### src/rtl/div.sv
// div -- multi-cycle 32-bit restoring divider, signed or unsigned.
//
// Ports:
//   clk          rising-edge clock
//   rst          synchronous active-high reset
//   signed_div_i 1 = two's-complement divide, 0 = unsigned
//   opdata1_i    dividend
//   opdata2_i    divisor
//   start_i      request; held high until the result is consumed
//   annul_i      abort the operation in flight (pipeline flush)
//   result_o     {remainder[63:32], quotient[31:0]}, registered
//   ready_o      result_o valid, registered
//
// Operands are captured (as magnitudes) on the accepting edge. One quotient
// bit is produced per edge, MSB first, and the sign correction is applied
// when the result is registered.
module div (
   input  logic        clk,
   input  logic        rst,
   input  logic        signed_div_i,
   input  logic [31:0] opdata1_i,
   input  logic [31:0] opdata2_i,
   input  logic        start_i,
   input  logic        annul_i,
   output logic [63:0] result_o,
   output logic        ready_o
);

   typedef enum logic [1:0] {
      DIV_FREE,
      DIV_BYZERO,
      DIV_ON,
      DIV_END
   } state_t;

   state_t      state;
   logic [5:0]  cnt;
   logic [31:0] rem;     // partial remainder
   logic [31:0] quo;     // dividend bits shifting out, quotient bits shifting in
   logic [31:0] dvs;     // divisor magnitude
   logic        neg_q;   // negate quotient at the end
   logic        neg_r;   // negate remainder at the end

   logic [31:0] abs_a;
   logic [31:0] abs_b;
   logic [32:0] shifted;
   logic [32:0] trial;
   logic [31:0] fixed_q;
   logic [31:0] fixed_r;

   always_comb begin
      abs_a = (signed_div_i && opdata1_i[31]) ? -opdata1_i : opdata1_i;
      abs_b = (signed_div_i && opdata2_i[31]) ? -opdata2_i : opdata2_i;
      // rem < dvs always holds, so bit 32 of the 33-bit difference is the
      // borrow: set exactly when the divisor does not fit.
      shifted = {rem, quo[31]};
      trial   = shifted - {1'b0, dvs};
      fixed_q = neg_q ? -quo : quo;
      fixed_r = neg_r ? -rem : rem;
   end

   always_ff @(posedge clk) begin
      if (rst) begin
         state    <= DIV_FREE;
         cnt      <= '0;
         ready_o  <= 1'b0;
         result_o <= '0;
         rem      <= '0;
         quo      <= '0;
         dvs      <= '0;
         neg_q    <= 1'b0;
         neg_r    <= 1'b0;
      end else begin
         case (state)
            DIV_FREE: begin
               ready_o  <= 1'b0;
               result_o <= '0;
               if (start_i && !annul_i) begin
                  if (opdata2_i == '0) begin
                     state <= DIV_BYZERO;
                  end else begin
                     state <= DIV_ON;
                     cnt   <= '0;
                     rem   <= '0;
                     quo   <= abs_a;
                     dvs   <= abs_b;
                     neg_q <= signed_div_i && (opdata1_i[31] ^ opdata2_i[31]);
                     neg_r <= signed_div_i && opdata1_i[31];
                  end
               end
            end
            DIV_BYZERO: begin
               result_o <= '0;
               if (annul_i) begin
                  state   <= DIV_FREE;
                  ready_o <= 1'b0;
               end else begin
                  state   <= DIV_END;
                  ready_o <= 1'b1;
               end
            end
            DIV_ON: begin
               if (annul_i) begin
                  state    <= DIV_FREE;
                  cnt      <= '0;
                  ready_o  <= 1'b0;
                  result_o <= '0;
               end else if (cnt == 6'd32) begin
                  state    <= DIV_END;
                  cnt      <= '0;
                  ready_o  <= 1'b1;
                  result_o <= {fixed_r, fixed_q};
               end else begin
                  cnt <= cnt + 6'd1;
                  if (!trial[32]) begin
                     rem <= trial[31:0];
                     quo <= {quo[30:0], 1'b1};
                  end else begin
                     rem <= shifted[31:0];
                     quo <= {quo[30:0], 1'b0};
                  end
               end
            end
            DIV_END: begin
               if (!start_i || annul_i) begin
                  state    <= DIV_FREE;
                  ready_o  <= 1'b0;
                  result_o <= '0;
               end
            end
            default: begin
               state    <= DIV_FREE;
               cnt      <= '0;
               ready_o  <= 1'b0;
               result_o <= '0;
            end
         endcase
      end
   end

endmodule

### config.mk
export PLATFORM = sky130hd
export DESIGN_NAME = div
export DESIGN_NICKNAME = d
export VERILOG_FILES = /design/src/rtl/div.sv
export SDC_FILE = /design/constraint.sdc
export NUM_CORES = 1
export LEC_CHECK = 0
export BUFFER_PORTS_ARGS = -buffer_cell sky130_fd_sc_hd__buf_2
export CELL_PAD_IN_SITES_DETAIL_PLACEMENT = 1
export CELL_PAD_IN_SITES_GLOBAL_PLACEMENT = 1
export CORE_UTILIZATION = 30
export CTS_BUF_LIST = sky130_fd_sc_hd__clkbuf_4 sky130_fd_sc_hd__clkbuf_8 sky130_fd_sc_hd__clkbuf_16
export CTS_CLUSTER_DIAMETER = 150
export DETAILED_ROUTE_END_ITERATION = 12
export PLACE_DENSITY = 0.69
export SLEW_MARGIN = 20
export SYNTH_ARGS = -nofsm -noshare
export SYNTH_HDL_FRONTEND = slang
export SYNTH_SLANG_ARGS = --single-unit
### constraint.sdc
create_clock -name clk -period 3.45 [get_ports clk]
set_clock_uncertainty 0.15 [all_clocks]
set_input_delay 0.5175 -clock clk [delete_from_list [all_inputs] [get_ports clk]]
set_output_delay 0.5175 -clock clk [all_outputs]
set_load 0.01 [all_outputs]
==> impl_results.md, run 1 <==
* Syn_nets at around 1600
* Syn. warnings at 0
* Total GRT Usage at 20.21%
* Synth Register Bits at 171
* Fmax at around 0.31 GHz
* Core Rows at 69
* CP most frequent cell: buf_4
* Hold buffer count at CTS at 0
* Count leader, synth: nand2_1
* Detailed Routing Iterations Pass 1 at 8
* DPL Wire Length at between 20 and 30 mm
* Async set-reset flop share out of synthesis at 0%
* Die ar. at 0.03739 sq mm
* RSZ-0062 raised after global routing: no
* Final Max Slew Viols at 0
* Synth top area share at 31.16%
* CTS buffer count at 17
* Number of synthesized flops with an enable pin at 0
* Sequential-to-total area share from yosys stat at a little under a third
* Post-Syn Area per Cell at 7.602 sq um
* Delay-heaviest family, CP: compound AO/OA/AOI/OAI gates
* Post-Layout Cell Count at approximately 2000
* Mapped cell area at around 0.011 sq mm
* Finished Core Util at about 37%
* Total I/O pin count at 134
* Die width at 193.4 microns
* Crit Path Class: flop to flop
* Grt total ovfl at 0
* Vias at 10900
* Remaining antenna violation count at 0
* Worst-skew pair later-pin latency at about 450 ps
* Crit path buf inv count at 4
* Placed insts at ~2000
* Clk slew on worst S/H paths at approximately 70 ps
* CTS tree: built
* First-pass GRT wire length at 60.63 mm
* Number of setup violations in the final report at 0
* P&R area growth vs syn at 19.57%
* Status: finished, violations left
* Count of nets after finishing at roughly 1700
* Worst Path Max Fanout at 12
* Initial antenna violation count at 1
* Hold WC Path Type: input pin to flop
* TNS Setup at 0 ps
* ANT cells at 0
* First DRT Iteration DRCs at 697
* MaxCap Viol Count at 0
* Commonest cells post-synth: nand2_1 (200), dfxtp_1 (171), nor2_1 (136), o21ai_0 (113), a21oi_1 (112)
* CP arrival at roughly 3400 ps
* Cell variety after synth at 65
* Vias in the first global route at 10900
* Placer's final routability congestion estimate at approximately 0.84
* Max clock buf depth at 2
* Routed vias/inst at 5.305
* Core area at around 0.036 sq mm
* Critical Path Sink Type: flop
* Prevailing post-synth register cell: dfxtp_1
* Share of cells above drive strength 1 at between 15 and 20%
* Number of remaining DRC errors at 7
* Slowest library cell on the worst path: dfxtp_1
* Largest net degree at the start of global routing at 68
* Peak supply drop at about 0.30 mV
* Port bufs at between 100 and 150
* Initial core utilization at between 30 and 40%
* Max transition margin at between 50% and 60%
* Leading area contributor after synthesis: dfxtp_1
* Mean routed wirelength per cell at 18.56 microns
* CP peak stage delay at 340 ps
* Root Buffer: clkbuf_16
* H-tree levels at 4
* DRT Wirelength at ~38 mm
* Period utilization at 94.77%
* Failing checks: design-rule violations
* Crit path time final at 3270 ps
* Syn Inst Count at ~1400
* Worst EP required at 3610 ps
* CP Launch Type: flop
* LEAKAGE at between 5 and 6 nW
* Top post-synthesis cells by area: dfxtp_1 (31%), nand2_1 (6.8%), xnor2_1 (6.1%)
* CP cell instances: inv_1, ha_1, a21o_1, or3_1, o21ai_1, o211ai_1, buf_4, a211oi_2, buf_4, xnor2_2, buf_12, mux2i_1, o21ai_0
* Worst-margin pin slew at about 700 ps
* Endpoints failing hold at 0
* Pwr dens at between 500 and 600 mW/mm^2
* Die Y at 193.4 microns
* Sink Count at approximately 170
[routing by layer]
metal	global-route usage, %	wire, microns	up-vias
li1	-	-	5379
met1	28.22	19120	5322
met2	32.86	17550	173
met3	2.755	1024	26
met4	4.593	422	2
met5	0	17	-
[worst register-to-register path, delay by kind of cell (launching register included)]
family	cells	cell delay [ps]
flops	1	340
simple gates	1	320
xor+xnor	1	170
compound gates	5	1000
fa+ha+maj	1	320
buf+inv	4	630
mux	1	200
[cells in the final DEF, fill, tap and decap left out, types with 7 or more instances in the layout]
| master | n |
|---|---|
| mux2i_1 | 27 |
| a31oi_1 | 14 |
| o21ai_1 | 10 |
| ha_1 | 41 |
| dfxtp_1 | 171 |
| o31ai_1 | 27 |
| nand2_1 | 200 |
| o21ai_0 | 112 |
| o41ai_1 | 13 |
| a211oi_1 | 28 |
| buf_4 | 64 |
| clkbuf_16 | 17 |
| nor3_1 | 28 |
| nand2b_1 | 10 |
| and2_1 | 7 |
| inv_1 | 62 |
| a21o_1 | 12 |
| a22oi_1 | 34 |
| nand4_1 | 14 |
| buf_2 | 132 |
| nor2_1 | 134 |
| xnor2_1 | 76 |
| nand3_1 | 21 |
| a21oi_1 | 112 |
| xor2_1 | 71 |
| or3_1 | 8 |
| nor4_1 | 14 |
| nand3b_1 | 7 |
| or4_1 | 13 |
[where the power goes]
part	internal [mW]	total [mW]	switching [mW]
Clock	1.06	2.05	0.986
Combinational	1.15	2.97	1.82
Sequential	2.18	2.45	0.274
[cell families after synthesis]
logic type	count (synthesis)	share of synthesized area, %
buffers and inverters	147	5.251
adder cells (fa/ha/maj)	43	4.966
XOR/XNOR	148	11.80
flip-flops	171	31.16
AND/OR/NAND/NOR	494	20.77
AO/OA/AOI/OAI	414	23.49
multiplexers	28	2.563
[final timing paths]
check | end | cells past startpoint | slack (ps) | startpoint
hold / removal | dvs[1] | 3 | 210 | opdata2_i[1]
hold reg to reg | result_o[62] | 2 | 300 | result_o[62]
setup / recovery | rem[8] | 13 | 180 | dvs[7]
setup reg to reg | rem[8] | 13 | 180 | dvs[7]
[cell type report]
cell class              count  area, sq um
clock buffers              18        439.2
clock inverters            14        176.4
fillers                  4343        22690
inverters                  62        232.7
multi-input cells        1127         7025
flip-flops and latches    171         3423
well taps                 461        576.8
repair buffers            202         1261
[stage by stage]
stage / hold WS (ps) / setup slack (ps) / total power, mW / area (sq um)
floorplan: 281.9 / 237.3 / 4.427 / 10990
global placement: 284.8 / 71.52 / 5.339 / 12490
detailed placement: 293.9 / 13.39 / 5.415 / 12490
CTS: 192.4 / 20.96 / 7.491 / 13110
global route: 220.8 / 8.268 / 7.936 / 13140
finish: 212.4 / 180.5 / 7.470 / 13140
[sequential cells by signal, summed over array words and instances, names as in the netlist]
name and flops:
neg_r 1, quo 32, state 2, neg_q 1, rem 32, ready_o 1
cnt 6, result_o 64, dvs 32
[timing repair]
action | in CTS | in global routing
gates resized for setup | 1 | 3
gates cloned | 0 | 0
pin swaps | 0 | 3
setup buffers | 0 | 1
setup endpoints to repair | 5 | 36
Power figures use the tool's default switching activity.
==> inputs of run 2 (changes only) <==
--- a/config.mk
+++ b/config.mk
@@ -8,11 +8,11 @@
 export BUFFER_PORTS_ARGS = -buffer_cell sky130_fd_sc_hd__buf_2
 export CELL_PAD_IN_SITES_DETAIL_PLACEMENT = 1
 export CELL_PAD_IN_SITES_GLOBAL_PLACEMENT = 1
-export CORE_UTILIZATION = 30
-export CTS_BUF_LIST = sky130_fd_sc_hd__clkbuf_4 sky130_fd_sc_hd__clkbuf_8 sky130_fd_sc_hd__clkbuf_16
+export CORE_UTILIZATION = 40
+export CTS_BUF_LIST = sky130_fd_sc_hd__clkbuf_2
 export CTS_CLUSTER_DIAMETER = 150
 export DETAILED_ROUTE_END_ITERATION = 12
-export PLACE_DENSITY = 0.69
+export PLACE_DENSITY = 0.85
 export SLEW_MARGIN = 20
 export SYNTH_ARGS = -nofsm -noshare
 export SYNTH_HDL_FRONTEND = slang
==> run 2 against run 1 <==
  * The run ends with negative setup slack left
  * Hold slack lost 180 ps
  * Wire length is 0.23% lower
  * Setup slack got worse by 220 ps
  * Global-route usage up 6.8 points
  * Critical path depth fell by 2
  * Core utilization is 13 points higher
==> impl_results.md, run 2 (same netlist as run 1, synthesis figures left out) <==
* Fmax at 0.2866 GHz (-6.3%)
* Sw Ratio at 44.97% (+3.7 points)
* Detailed Routing Iterations Pass 1 at 5 (-3)
* Number of remaining DRC errors at 0 (-7)
* Max transition margin at 46.47% (-6.9 points)
* H-tree levels at 4 (unchanged)
* Initial antenna violation count at 1 (unchanged)
* Most common cell after layout, fill and taps aside: nand2_1
* Pwr dens at 503.8 mW/mm^2 (-11%)
* Core Rows at 60 (-13%)
* Count of nets after finishing at 1759 (+3.9%)
* First-pass GRT wire length at 60.91 mm (+0.47%)
* Worst Path Max Fanout at 16 (+4)
* Design Area, Final at 0.01329 sq mm (+1.2%)
* Grt total ovfl at 0 (unchanged)
* Number of setup violations in the final report at 1 (+1)
* Max clock buf depth at 2 (unchanged)
* CTS buffer count at 17 (unchanged)
* Most frequent cells in the layout: nand2_1 (200), dfxtp_1 (170), nor2_1 (134), buf_2 (132), o21ai_0 (113)
* Port bufs at 133 (unchanged)
* Clk slew on worst S/H paths at 290 ps (+220 ps)
* Logic pwr share at 45.7% (+6.0 points)
* Largest net degree at the start of global routing at 75 (+10%)
* Crit Path Class: input pin to flop
* Fillers at 3406 (-22%)
* Register area at 0.003425 sq mm (about the same)
* Switch Pwr at 3.011 mW (-2.2%)
* Worst EP required at 4050 ps (+440 ps)
* Core area at 0.02695 sq mm (-25%)
* CP most frequent cell: dlygate4sd3_1
* CP cell instances: dlygate4sd3_1, buf_2, or4_1, or3_4, nor4_2, buf_4, nor2_4, nand3_1, dlygate4sd3_1, a21oi_1, dlygate4sd3_1
* MaxCap Viol Count at 0 (unchanged)
* Vias in the first global route at 11500 (+5.5%)
* Worst-skew pair later-pin latency at 800 ps (+350 ps)
* Sink Count at 171 (unchanged)
* Endpoints failing hold at 0 (unchanged)
* Largest register FFs at 64 (unchanged)
* RSZ-0062 raised after global routing: yes
* Die ar. at 0.02813 sq mm (-25%)
* First DRT Iteration DRCs at 855 (+23%)
* LEAKAGE at 5.495 nW (+2.8%)
* Worst-margin pin slew at 803.0 ps (+104.7 ps)
* Clock share of power at 17.3% (-10 points)
* Critical Path Sink Type: flop
* P&R area growth vs syn at 20.97%
* DPL Wire Length at 28.10 mm (-6.0%)
* Die width at 167.7 microns (-13%)
* Final worst slack at -38.83 ps (-219.3 ps)
* Root Buffer: clkbuf_2
* DRT Wirelength at 38.05 mm (-0.23%)
* Largest reg by FF count: result_o
* Sequential power share at 37.0% (+4.1 points)
* Crit path time final at 3489 ps (+219.3 ps)
* Routed vias/inst at 5.753 (+8.4%)
* Hold WC Path Type: input pin to flop
* Vias at 11520 (+5.7%)
* Initial core utilization at 40.76% (+10 points)
* CP peak stage delay at 590 ps (+250 ps)
* Peak supply drop at 0.2365 mV (-21%)
* CP arrival at 4080 ps (+650 ps)
* Area of the multi-input gates at 0.007038 sq mm (+0.18%)
* TNS Setup at -38.83 ps (-38.83 ps)
* Failing checks: negative setup slack
* Period utilization at 101.1% (+6.4 points)
* Mean routed wirelength per cell at 19.00 microns (+2.4%)
* Die Y at 167.7 microns (-13%)
* Post-Place Cell Area at 0.01222 sq mm (-2.2%)
* Remaining antenna violation count at 0 (unchanged)
* Final Max Slew Viols at 0 (unchanged)
* Share of cells above drive strength 1 at 15.24% (-1.2 points)
* Total I/O pin count at 134 (unchanged)
* Internal cell power at 3.684 mW (-16%)
* Slowest library cell on the worst path: or4_1
* Placer's final routability congestion estimate at 0.9088 (+7.7%)
* CP Launch Type: input pin
* CTS tree: built
* Total GRT Usage at 26.97% (+6.8 points)
* Status: finished, violations left
run 2: area by class of cell:
type,count,area share [%]
Antenna cell,2,0.03766
Clock buffer,17,0.6402
Clock inverter,15,1.299
Inverter,62,1.751
Multi-Input combinational cell,1128,52.96
Sequential cell,171,25.77
Tap cell,341,3.211
Timing Repair Buffer,267,14.33
run 2: worst paths after layout:
check	startpoint	cells after the start	endpoint	slack, ps
worst min register to register	result_o[60]	2	result_o[60]	320
worst max register to register	dvs[2]	12	rem[17]	160
worst min-delay path	opdata2_i[16]	4	dvs[16]	30
worst max-delay path	opdata2_i[26]	11	neg_q	-40
run 2: timing repair:
| item | 4_1_cts | 5_1_grt |
|---|---|---|
| hold endpoints to repair | 61 | 0 |
| endpoints found under the setup margin | 0 | 4 |
| hold buffers | 77 | 0 |
| buffers inserted | 0 | 1 |
| gates resized for setup | 0 | 4 |
run 2: power groups by stage:
stage	clock, mW	sequential [mW]	combinational [mW]
finish	1.16	2.47	3.06
global route	1.26	2.50	3.34
CTS	1.17	2.46	2.99
detailed placement	0	2.50	2.87
global placement	0	2.48	2.76
floorplan	0	2.38	2.05
run 2: critical path: cells and delay by family:
family                 cells  cell delay (ps)
AO/OA/AOI/OAI              1               80
buffers and inverters      5             2050
AND/OR/NAND/NOR            5             1430
run 2: per-stage QoR:
stage	setup WS [ps]	utilization (%)	power, mW	hold WS (ps)	std cells
2_1_floorplan	237.3	-	4.427	281.9	1445
3_3_place_gp	-41.59	45.32	5.244	279.8	1890
3_5_place_dp	-52.65	45.32	5.364	288.6	1890
4_1_cts	60.29	49.14	6.619	1.756	1999
5_1_grt	-46.05	49.30	7.108	13.12	2002
6_report	-38.83	49.31	6.695	32.06	2003
run 2: per-layer routing:
metal	routed length, microns	track usage (%)	up-vias	share of wire (%)
met5	0	0	-	0
met4	724	7.539	0	1.9
met3	1734	3.640	57	4.6
met2	17390	43.79	320	46
met1	18200	37.21	5627	48
li1	-	-	5520	-
